`src/rtl/mips_pkg.sv`:
```
// Shared MIPS instruction constants and a field-level encoder.
// The decode stage imports the same definitions.
package mips_pkg;

  localparam logic [5:0] OP_RTYPE = 6'b000000;
  localparam logic [5:0] OP_LW    = 6'b100011;
  localparam logic [5:0] OP_SW    = 6'b101011;

  localparam logic [1:0] KIND_RTYPE   = 2'b00;
  localparam logic [1:0] KIND_LW      = 2'b01;
  localparam logic [1:0] KIND_SW      = 2'b10;
  localparam logic [1:0] KIND_ILLEGAL = 2'b11;

  localparam int unsigned OPCODE_LSB = 26;
  localparam int unsigned RS_LSB     = 21;
  localparam int unsigned RT_LSB     = 16;
  localparam int unsigned RD_LSB     = 11;
  localparam int unsigned SHAMT_LSB  = 6;
  localparam int unsigned FUNCT_LSB  = 0;
  localparam int unsigned IMM_LSB    = 0;

  typedef enum logic [1:0] {
    StIdle,
    StRun,
    StDrain,
    StDone
  } enc_state_e;

  // Fields a kind does not use are ignored; an illegal kind yields zero.
  function automatic logic [31:0] encode_instr(input logic [1:0]  kind,
                                               input logic [4:0]  rs,
                                               input logic [4:0]  rt,
                                               input logic [4:0]  rd,
                                               input logic [5:0]  funct,
                                               input logic [15:0] imm);
    logic [31:0] w;
    w = '0;
    w[RS_LSB +: 5] = rs;
    w[RT_LSB +: 5] = rt;
    case (kind)
      KIND_RTYPE: begin
        w[OPCODE_LSB +: 6] = OP_RTYPE;
        w[RD_LSB +: 5]     = rd;
        w[SHAMT_LSB +: 5]  = 5'b00000;
        w[FUNCT_LSB +: 6]  = funct;
      end
      KIND_LW: begin
        w[OPCODE_LSB +: 6] = OP_LW;
        w[IMM_LSB +: 16]   = imm;
      end
      KIND_SW: begin
        w[OPCODE_LSB +: 6] = OP_SW;
        w[IMM_LSB +: 16]   = imm;
      end
      default: w = '0;
    endcase
    return w;
  endfunction

endpackage

```
`src/rtl/instruction_encode_if.sv`:
```
// Request and instruction-memory write buses of the encoder.
// master is the encoder side, slave is the loader / memory side.
interface instruction_encode_if #(
  parameter int unsigned ADDR_W = 8
);
  logic              in_valid;
  logic              in_ready;
  logic [1:0]        in_kind;
  logic [4:0]        in_rs;
  logic [4:0]        in_rt;
  logic [4:0]        in_rd;
  logic [5:0]        in_funct;
  logic [15:0]       in_imm;
  logic              in_last;
  logic              out_valid;
  logic              out_ready;
  logic [31:0]       out_instr;
  logic [ADDR_W-1:0] out_addr;

  modport master (
    input  in_valid, in_kind, in_rs, in_rt, in_rd, in_funct, in_imm, in_last, out_ready,
    output in_ready, out_valid, out_instr, out_addr
  );

  modport slave (
    output in_valid, in_kind, in_rs, in_rt, in_rd, in_funct, in_imm, in_last, out_ready,
    input  in_ready, out_valid, out_instr, out_addr
  );
endinterface

```
`src/rtl/sync_fifo.sv`:
```
// Registered synchronous FIFO; DEPTH must be a power of two >= 2.
// rdata reads as zero while empty; push when full and pop when empty are ignored.
module sync_fifo #(
  parameter int unsigned WIDTH = 32,
  parameter int unsigned DEPTH = 4
) (
  input  logic             clk,
  input  logic             rst,
  input  logic             push,
  input  logic [WIDTH-1:0] wdata,
  input  logic             pop,
  output logic [WIDTH-1:0] rdata,
  output logic             full,
  output logic             empty
);
  localparam int unsigned PtrW = (DEPTH > 1) ? $clog2(DEPTH) : 1;
  localparam int unsigned CntW = PtrW + 1;
  localparam logic [CntW-1:0] FullCnt = CntW'(DEPTH);

  logic [WIDTH-1:0] mem_q [DEPTH];
  logic [PtrW-1:0]  wr_ptr_q, rd_ptr_q;
  logic [CntW-1:0]  cnt_q;
  logic             do_push, do_pop;

  assign full    = (cnt_q == FullCnt);
  assign empty   = (cnt_q == '0);
  assign do_push = push && !full;
  assign do_pop  = pop && !empty;
  assign rdata   = empty ? '0 : mem_q[rd_ptr_q];

  always_ff @(posedge clk) begin
    if (do_push) begin
      mem_q[wr_ptr_q] <= wdata;
    end
  end

  always_ff @(posedge clk) begin
    if (rst) begin
      wr_ptr_q <= '0;
      rd_ptr_q <= '0;
      cnt_q    <= '0;
    end else begin
      if (do_push) wr_ptr_q <= wr_ptr_q + 1'b1;
      if (do_pop)  rd_ptr_q <= rd_ptr_q + 1'b1;
      if (do_push && !do_pop) begin
        cnt_q <= cnt_q + 1'b1;
      end else if (do_pop && !do_push) begin
        cnt_q <= cnt_q - 1'b1;
      end
    end
  end

endmodule

```
`src/rtl/instruction_encode.sv`:
```
// Packs field-level requests into MIPS words, queues them and writes them
// to instruction memory at consecutive word addresses starting at base_addr.
module instruction_encode
  import mips_pkg::*;
#(
  parameter int unsigned DEPTH  = 4,
  parameter int unsigned ADDR_W = 8
) (
  input  logic                clk,
  input  logic                rst,
  input  logic                start,
  input  logic [ADDR_W-1:0]   base_addr,
  instruction_encode_if.master bus,
  output logic                done,
  output logic                err
);

  enc_state_e        state_q, state_d;
  logic [ADDR_W-1:0] addr_q, addr_d;
  logic              err_q, err_d;
  logic              fifo_full, fifo_empty, fifo_push, fifo_pop;
  logic [31:0]       fifo_rdata, enc_word;
  logic              in_ready, accept, kind_legal, start_ok;

  assign enc_word = encode_instr(bus.in_kind, bus.in_rs, bus.in_rt, bus.in_rd,
                                 bus.in_funct, bus.in_imm);
  assign kind_legal = (bus.in_kind != KIND_ILLEGAL);
  assign start_ok   = (state_q == StIdle) && start;
  assign accept     = bus.in_valid && in_ready;
  // Illegal requests complete the handshake but never occupy a slot or an address.
  assign fifo_push  = accept && kind_legal;
  assign fifo_pop   = !fifo_empty && bus.out_ready;

  sync_fifo #(
    .WIDTH (32),
    .DEPTH (DEPTH)
  ) u_fifo (
    .clk   (clk),
    .rst   (rst),
    .push  (fifo_push),
    .wdata (enc_word),
    .pop   (fifo_pop),
    .rdata (fifo_rdata),
    .full  (fifo_full),
    .empty (fifo_empty)
  );

  always_comb begin
    state_d  = state_q;
    in_ready = 1'b0;
    done     = 1'b0;
    unique case (state_q)
      StIdle: begin
        if (start) state_d = StRun;
      end
      StRun: begin
        in_ready = !fifo_full;
        if (bus.in_valid && !fifo_full && bus.in_last) state_d = StDrain;
      end
      StDrain: begin
        if (fifo_empty) state_d = StDone;
      end
      StDone: begin
        done    = 1'b1;
        state_d = StIdle;
      end
      default: state_d = StIdle;
    endcase
  end

  always_comb begin
    addr_d = addr_q;
    err_d  = err_q;
    if (start_ok) begin
      addr_d = base_addr;
      err_d  = 1'b0;
    end else begin
      // Counter wraps silently at 2^ADDR_W.
      if (fifo_pop) addr_d = addr_q + 1'b1;
      if (accept && !kind_legal) err_d = 1'b1;
    end
  end

  always_ff @(posedge clk) begin
    if (rst) begin
      state_q <= StIdle;
      addr_q  <= '0;
      err_q   <= 1'b0;
    end else begin
      state_q <= state_d;
      addr_q  <= addr_d;
      err_q   <= err_d;
    end
  end

  assign bus.in_ready  = in_ready;
  assign bus.out_valid = !fifo_empty;
  assign bus.out_instr = fifo_rdata;
  assign bus.out_addr  = addr_q;
  assign err           = err_q;

endmodule
```
`src/flat_wrapper.sv`:
```
// flat-port wrapper written by rule: the top's interface ports become plain ports
module instruction_encode_flat import mips_pkg::*;
#(
  parameter int unsigned DEPTH  = 4,
  parameter int unsigned ADDR_W = 8
)
  (clk, rst, start, base_addr, done, err, bus_in_valid, bus_in_kind, bus_in_rs, bus_in_rt, bus_in_rd, bus_in_funct, bus_in_imm, bus_in_last, bus_out_ready, bus_in_ready, bus_out_valid, bus_out_instr, bus_out_addr);
  instruction_encode_if #(.ADDR_W(ADDR_W)) bus_i ();
  input  logic clk;
  input  logic rst;
  input  logic start;
  input  logic [ADDR_W-1:0] base_addr;
  output logic done;
  output logic err;
  input wire logic [$bits(bus_i.in_valid)-1:0] bus_in_valid;
  input wire logic [$bits(bus_i.in_kind)-1:0] bus_in_kind;
  input wire logic [$bits(bus_i.in_rs)-1:0] bus_in_rs;
  input wire logic [$bits(bus_i.in_rt)-1:0] bus_in_rt;
  input wire logic [$bits(bus_i.in_rd)-1:0] bus_in_rd;
  input wire logic [$bits(bus_i.in_funct)-1:0] bus_in_funct;
  input wire logic [$bits(bus_i.in_imm)-1:0] bus_in_imm;
  input wire logic [$bits(bus_i.in_last)-1:0] bus_in_last;
  input wire logic [$bits(bus_i.out_ready)-1:0] bus_out_ready;
  output wire logic [$bits(bus_i.in_ready)-1:0] bus_in_ready;
  output wire logic [$bits(bus_i.out_valid)-1:0] bus_out_valid;
  output wire logic [$bits(bus_i.out_instr)-1:0] bus_out_instr;
  output wire logic [$bits(bus_i.out_addr)-1:0] bus_out_addr;
  assign bus_i.in_valid = bus_in_valid;
  assign bus_i.in_kind = bus_in_kind;
  assign bus_i.in_rs = bus_in_rs;
  assign bus_i.in_rt = bus_in_rt;
  assign bus_i.in_rd = bus_in_rd;
  assign bus_i.in_funct = bus_in_funct;
  assign bus_i.in_imm = bus_in_imm;
  assign bus_i.in_last = bus_in_last;
  assign bus_i.out_ready = bus_out_ready;
  assign bus_in_ready = bus_i.in_ready;
  assign bus_out_valid = bus_i.out_valid;
  assign bus_out_instr = bus_i.out_instr;
  assign bus_out_addr = bus_i.out_addr;
  instruction_encode #(.DEPTH(DEPTH), .ADDR_W(ADDR_W)) u_core (.clk(clk), .rst(rst), .start(start), .base_addr(base_addr), .bus(bus_i), .done(done), .err(err));
endmodule
```
`config.mk`:
```
export PLATFORM = sky130hd
export DESIGN_NAME = instruction_encode_flat
export DESIGN_NICKNAME = d
export VERILOG_FILES = /design/src/rtl/mips_pkg.sv /design/src/rtl/instruction_encode_if.sv /design/src/rtl/sync_fifo.sv /design/src/rtl/instruction_encode.sv /design/src/flat_wrapper.sv
export SDC_FILE = /design/constraint.sdc
export NUM_CORES = 1
export LEC_CHECK = 0
export BUFFER_PORTS_ARGS = -buffer_cell sky130_fd_sc_hd__buf_4
export CAP_MARGIN = 20
export CELL_PAD_IN_SITES_DETAIL_PLACEMENT = 1
export CELL_PAD_IN_SITES_GLOBAL_PLACEMENT = 2
export CORE_MARGIN = 4
export CORE_UTILIZATION = 36
export DETAILED_ROUTE_END_ITERATION = 12
export GPL_TIMING_DRIVEN = 0
export PLACE_DENSITY = 0.85
export SKIP_LAST_GASP = 1
export SLEW_MARGIN = 10
export SYNTH_ARGS = -nofsm -noshare
export SYNTH_HDL_FRONTEND = slang
export SYNTH_SLANG_ARGS = --single-unit
```
`constraint.sdc`:
```
create_clock -name clk -period 2.4 [get_ports clk]
set_clock_uncertainty 0.1 [all_clocks]
set_input_delay 0.48 -clock clk [delete_from_list [all_inputs] [get_ports clk]]
set_output_delay 0.48 -clock clk [all_outputs]
set_load 0.05 [all_outputs]
```
After elaboration in Yosys (flattened, before gate mapping):

Memory sizes are Yosys's and may differ from the RTL's. A register that Yosys moved wholly into a read port is not among the register bits.
Cells that the tools add are included.
Widths: inputs -> output; s select.

* output and inout port bits: 44
* memory bits (writable): 128
* memories: 1
* bits of input ports: 53
* bits in registers: 18

Memories
* u_core.u_fifo.mem_q: words 4, bits a word 32, read ports 1, clocked after Yosys merged registers in 1, write ports 1, line sync_fifo.sv:20 `logic [WIDTH-1:0] mem_q [DEPTH];`

* muxes and demuxes: 18
* reductions and logical operators: 25
* add/sub/neg operators: 5
* equal/unequal tests: 10

Operators with widths (count)
* $mux 32: 1
* $pmux 16 s2: 1
* $mux 8: 2
* $pmux 6 s2: 1
* $logic_and 1x1->1: 11
* $mux 10: 1
* $mux 2: 5
* $add 8x1->8 const B: 1
* $pmux 2 s4: 1
* $eq 2x2->1 const B: 3
* $mux 3: 2
* $logic_not 1->1: 5
* $add 2x1->2 const B: 2
* $eq 2x1->1 const B: 2
* $logic_not 2->1: 2
* $mux 1: 4
* $ne 2x1->1 const B: 2
* $ne 2x2->1 const B: 2
* $reduce_bool 2->1: 2
* $reduce_or 2->1: 2
* $add 3x1->3 const B: 1
* $eq 3x3->1 const B: 1
* $logic_not 3->1: 1
* $reduce_and 3->1: 1
* 2 further kinds: 2

Depth between registers and ports, before layout:

* depth in word-level cells: 10
* mapped depth: 10
* gate-level depth less buffers: 9

Modules after synthesis:

From an unflattened synthesis, not the netlist that was laid out.

* cell total of the unflattened synthesis: 371
* area total of the unflattened synthesis: 6239.7 µm²

By module, submodules not included
* sync_fifo: area each 5302.6 µm², cells an instance 251, sequential area each 4023.9 µm², times used 1
* instruction_encode: area each 937.1 µm², cells an instance 120, sequential area each 220.2 µm², times used 1

Worst setup path after synthesis:

Ideal clock, no wire load.

* path type: reg-to-output
* from: register u_core.u_fifo.cnt_q[0]
* to: output port bus_out_instr[27]
* data arrival time: 2.054 ns
* stages on the path, launching flop included: 5
* setup slack: -0.234 ns
* cell sequence: dfxtp_1 > or3_4 > clkbuf_1 > and2_1 > buf_4

* cells in the longest elaborated chain, start to end: 2

Ends and longest elaborated chain
* start, declared: line sync_fifo.sv:22 `logic [CntW-1:0] cnt_q;`
* start signal, assigned: line sync_fifo.sv:46 `cnt_q <= cnt_q + 1'b1;`
* start signal, assigned: line sync_fifo.sv:48 `cnt_q <= cnt_q - 1'b1;`
* $logic_not 3->1: line sync_fifo.sv:26 `assign empty = (cnt_q == '0);`
* $mux 32: line sync_fifo.sv:29 `assign rdata = empty ? '0 : mem_q[rd_ptr_q];`
* end, declared: line flat_wrapper.sv:26 `output wire logic [$bits(bus_i.out_instr)-1:0] bus_out_instr;`

Every way passes these cells.

==> impl_results.md <==
- Gr ovfl total: 0
- CTS tree: built
- Slew headroom: 45.85%
- Peak Freq: 397.7 MHz
- Gr usage total: 15.83%
- Vias in the first global route: 3850
- Final Hold Vio Count: 0
- Die area: 17870 µm²
- CP required: 1820 ps
- Non-Filler Instances: 703
- HPWL Detailed: 8817 µm
- DP Cell Count: 656
- Initial Util: 37.12%
- Die W: 133.7 µm
- Final Hold Slack: 187.7 ps
- Routability cong.: 0.7505
- Max FO, Critical Path: 6
- Final Critical Period: 2514 ps
- First-iteration detailed-routing DRC count: 157
- Via/cell ratio: 4.942
- Sink Count: 132
- Setup repair after global routing missed its margin: true
- Max_cap viols: 0
- Final period utilization: 104.8%
- Power Density: 1259 nW/µm²
- YS warnings: 0
- Filler cells: 1516
- Hold WC Path Type: in2reg
- Mean Syn Cell Area: 16.24 µm²
- Syn Inst Count: 350
- Share of cells above drive strength 1: 43.70%
- Core Footprint: 15310 µm²
- CP Data Arrival Time: 1930 ps
- Clock transition at path regs: 60 ps
- Failing checks: negative setup slack
- Synth Register Bits: 132
- Initial antenna violation count: 0
- Worst VDD drop: 0.5109 mV
- Worst Tran Pin Value: 812.3 ps
- Worst Setup Path Type: reg2out
- Std cell rows: 45
- Register area: 3779 µm²
- Outcome: finished with violations
- Antenna Nets Post-Route: 0
- Htree depth: 4
- Crit. End Element: output pin
- Worst-path cell chain: buf_8 -> buf_12 -> buf_12 -> mux4_2 -> and2_1 -> buf_6
- First-pass GRT wire length: 21260 µm
- Mapped Area: 5685 µm²
- Routed wire per std cell: 19.22 µm
- CTS Buf Count: 17
- Slowest CP cell: mux4_2
- Finish-stage setup viols: 27
- Clock Latency Late Sink: 410 ps
- Multi-input gate area: 1847 µm²
- Synth cell types: 44
- Nets: 547
- Crit-path max cell delay: 480 ps
- Antenna diodes: 0
- Register area share after synthesis: 66.20%
- Most Frequent Cell on Critical Path: buf_12
- Drt drc: 0
- Leakage power: 2.836 nW
- Top Ports: 97
- Async set or reset register ratio after synthesis: 0%
- Crit start category: flop
- Synthesis-to-layout area growth: 35.21%
- Final core utilization: 50.20%
- Largest net degree at the start of global routing: 29
- Vias: 3474
- Max clock buf depth: 2
- R2R setup slack: 130 ps
- Hold_buf cts: 0
- CTS Root Cell: clkbuf_16
- Main synth FF type: edfxtp_1
- Final wirelength: 13510 µm
- Setup WS post-layout: -114.2 ps
- EDFF count, synth: 112
- I/O Buffers: 94
- Drt pass-1 iters: 4
- Max-slew violations: 0
- Chip Height: 133.7 µm
## cell usage after synthesis (2+ instances only)
cell type,number,area (µm²)
a21oi_1,4,20.02
o21ai_0,5,25.02
nor2b_1,11,68.82
or4_1,2,15.01
a2111oi_2,2,30.03
ha_1,14,175.2
o311ai_0,2,17.52
buf_6,2,22.52
and4bb_2,2,25.02
a22oi_1,11,82.58
clkbuf_1,9,33.78
nand3_1,2,10.01
dfxtp_1,20,400.4
xor2_1,5,43.79
buf_4,5,37.54
o211a_1,2,20.02
inv_1,10,37.54
mux2i_1,4,40.04
nor2_1,25,93.84
mux4_2,28,630.6
o31ai_1,2,15.01
a311oi_1,4,35.03
buf_2,2,10.01
buf_1,2,7.510
and2_1,38,237.7
nand2_1,6,22.52
edfxtp_1,112,3363
or3_1,3,18.77
## per-layer routing
| metal | vias up | wire length [µm] | global-route usage (%) |
|---|---|---|---|
| li1 | 1597 | - | - |
| met4 | 0 | 219 | 5.143 |
| met1 | 1751 | 5210 | 17.73 |
| met3 | 18 | 951 | 5.702 |
| met5 | - | 0 | 0 |
| met2 | 108 | 7130 | 28.10 |
## logic make-up after synthesis
logic type / share of synthesized area, %
AND/OR/NAND/NOR: 9.683
XOR/XNOR: 0.9243
buffers and inverters: 2.707
flip-flops: 66.20
AO/OA/AOI/OAI: 4.996
adder cells (fa/ha/maj): 3.433
other: 0.06596
multiplexers: 11.99
## worst max-delay path: cells and delay by family, from the launching register on
kind / cells / cell delay (ps)
and+or+nand+nor: 1 / 180
muxes: 1 / 480
DFF: 1 / 330
buffers and inverters: 4 / 520
## where the power goes
part / switching (mW) / leakage [nW] / internal, mW
Sequential: 0.147 / 1.19 / 2.72
Clock: 0.993 / 0.287 / 1.65
Combinational: 2.36 / 1.36 / 1.80
## repair_timing
action	CTS	global route
endpoints found under the setup margin	31	143
pin swaps	7	5
resized for setup	59	19
setup buffers	7	8
## per-stage QoR
step | total power, mW | setup slack [ps] | area [µm²] | setup TNS [ps]
2_1_floorplan | 5.354 | 5.063 | 5699 | 0
3_3_place_gp | 6.292 | -583.1 | 6669 | -66690
3_5_place_dp | 6.385 | -295.4 | 6674 | -9388
4_1_cts | 9.566 | -119.2 | 7566 | -2569
5_1_grt | 10.13 | -187.7 | 7687 | -4180
6_report | 9.675 | -114.2 | 7687 | -2028
## final timing paths
path | from | endpoint | cells after the start
max reg2reg | u_core.u_fifo.cnt_q[0] | u_core.u_fifo.cnt_q[2] | 10
min | rst | u_core.bus.out_addr[7] | 2
min reg2reg | u_core.state_q[1] | u_core.state_q[1] | 2
max | flop | bus_out_instr[21] | 6
## placed cells by master (no fill, tap or decap), types with 5 or more instances in the layout
master,count
o21ai_0,5
a22oi_1,11
and2_4,9
mux4_2,28
dfxtp_1,14
buf_8,11
and2_1,25
nor2b_1,11
inv_6,5
edfxtp_1,112
nor2_1,25
xor2_1,5
clkbuf_1,8
buf_4,93
inv_1,9
clkbuf_16,18
buf_6,12
nand2_1,6
ha_1,11
## flip-flops by register name, summed over array words and instances (netlist names), named ones only
register	flops
u_core.u_fifo.wr_ptr_q	2
u_core.err	1
u_core.state_q	2
u_core.bus.out_addr	8
u_core.u_fifo.mem_q	112
u_core.u_fifo.rd_ptr_q	2
u_core.u_fifo.cnt_q	3
## cell type report
type / count / area share (%)
Clock buffer: 19 / 5.632
Tap cell: 211 / 3.434
Buffer: 21 / 2.783
Clock inverter: 13 / 2.246
Inverter: 10 / 0.4883
Multi-Input combinational cell: 188 / 24.02
Sequential cell: 132 / 49.15
Timing Repair Buffer: 109 / 12.24
No activity file was read; power rests on OpenSTA's default activity.
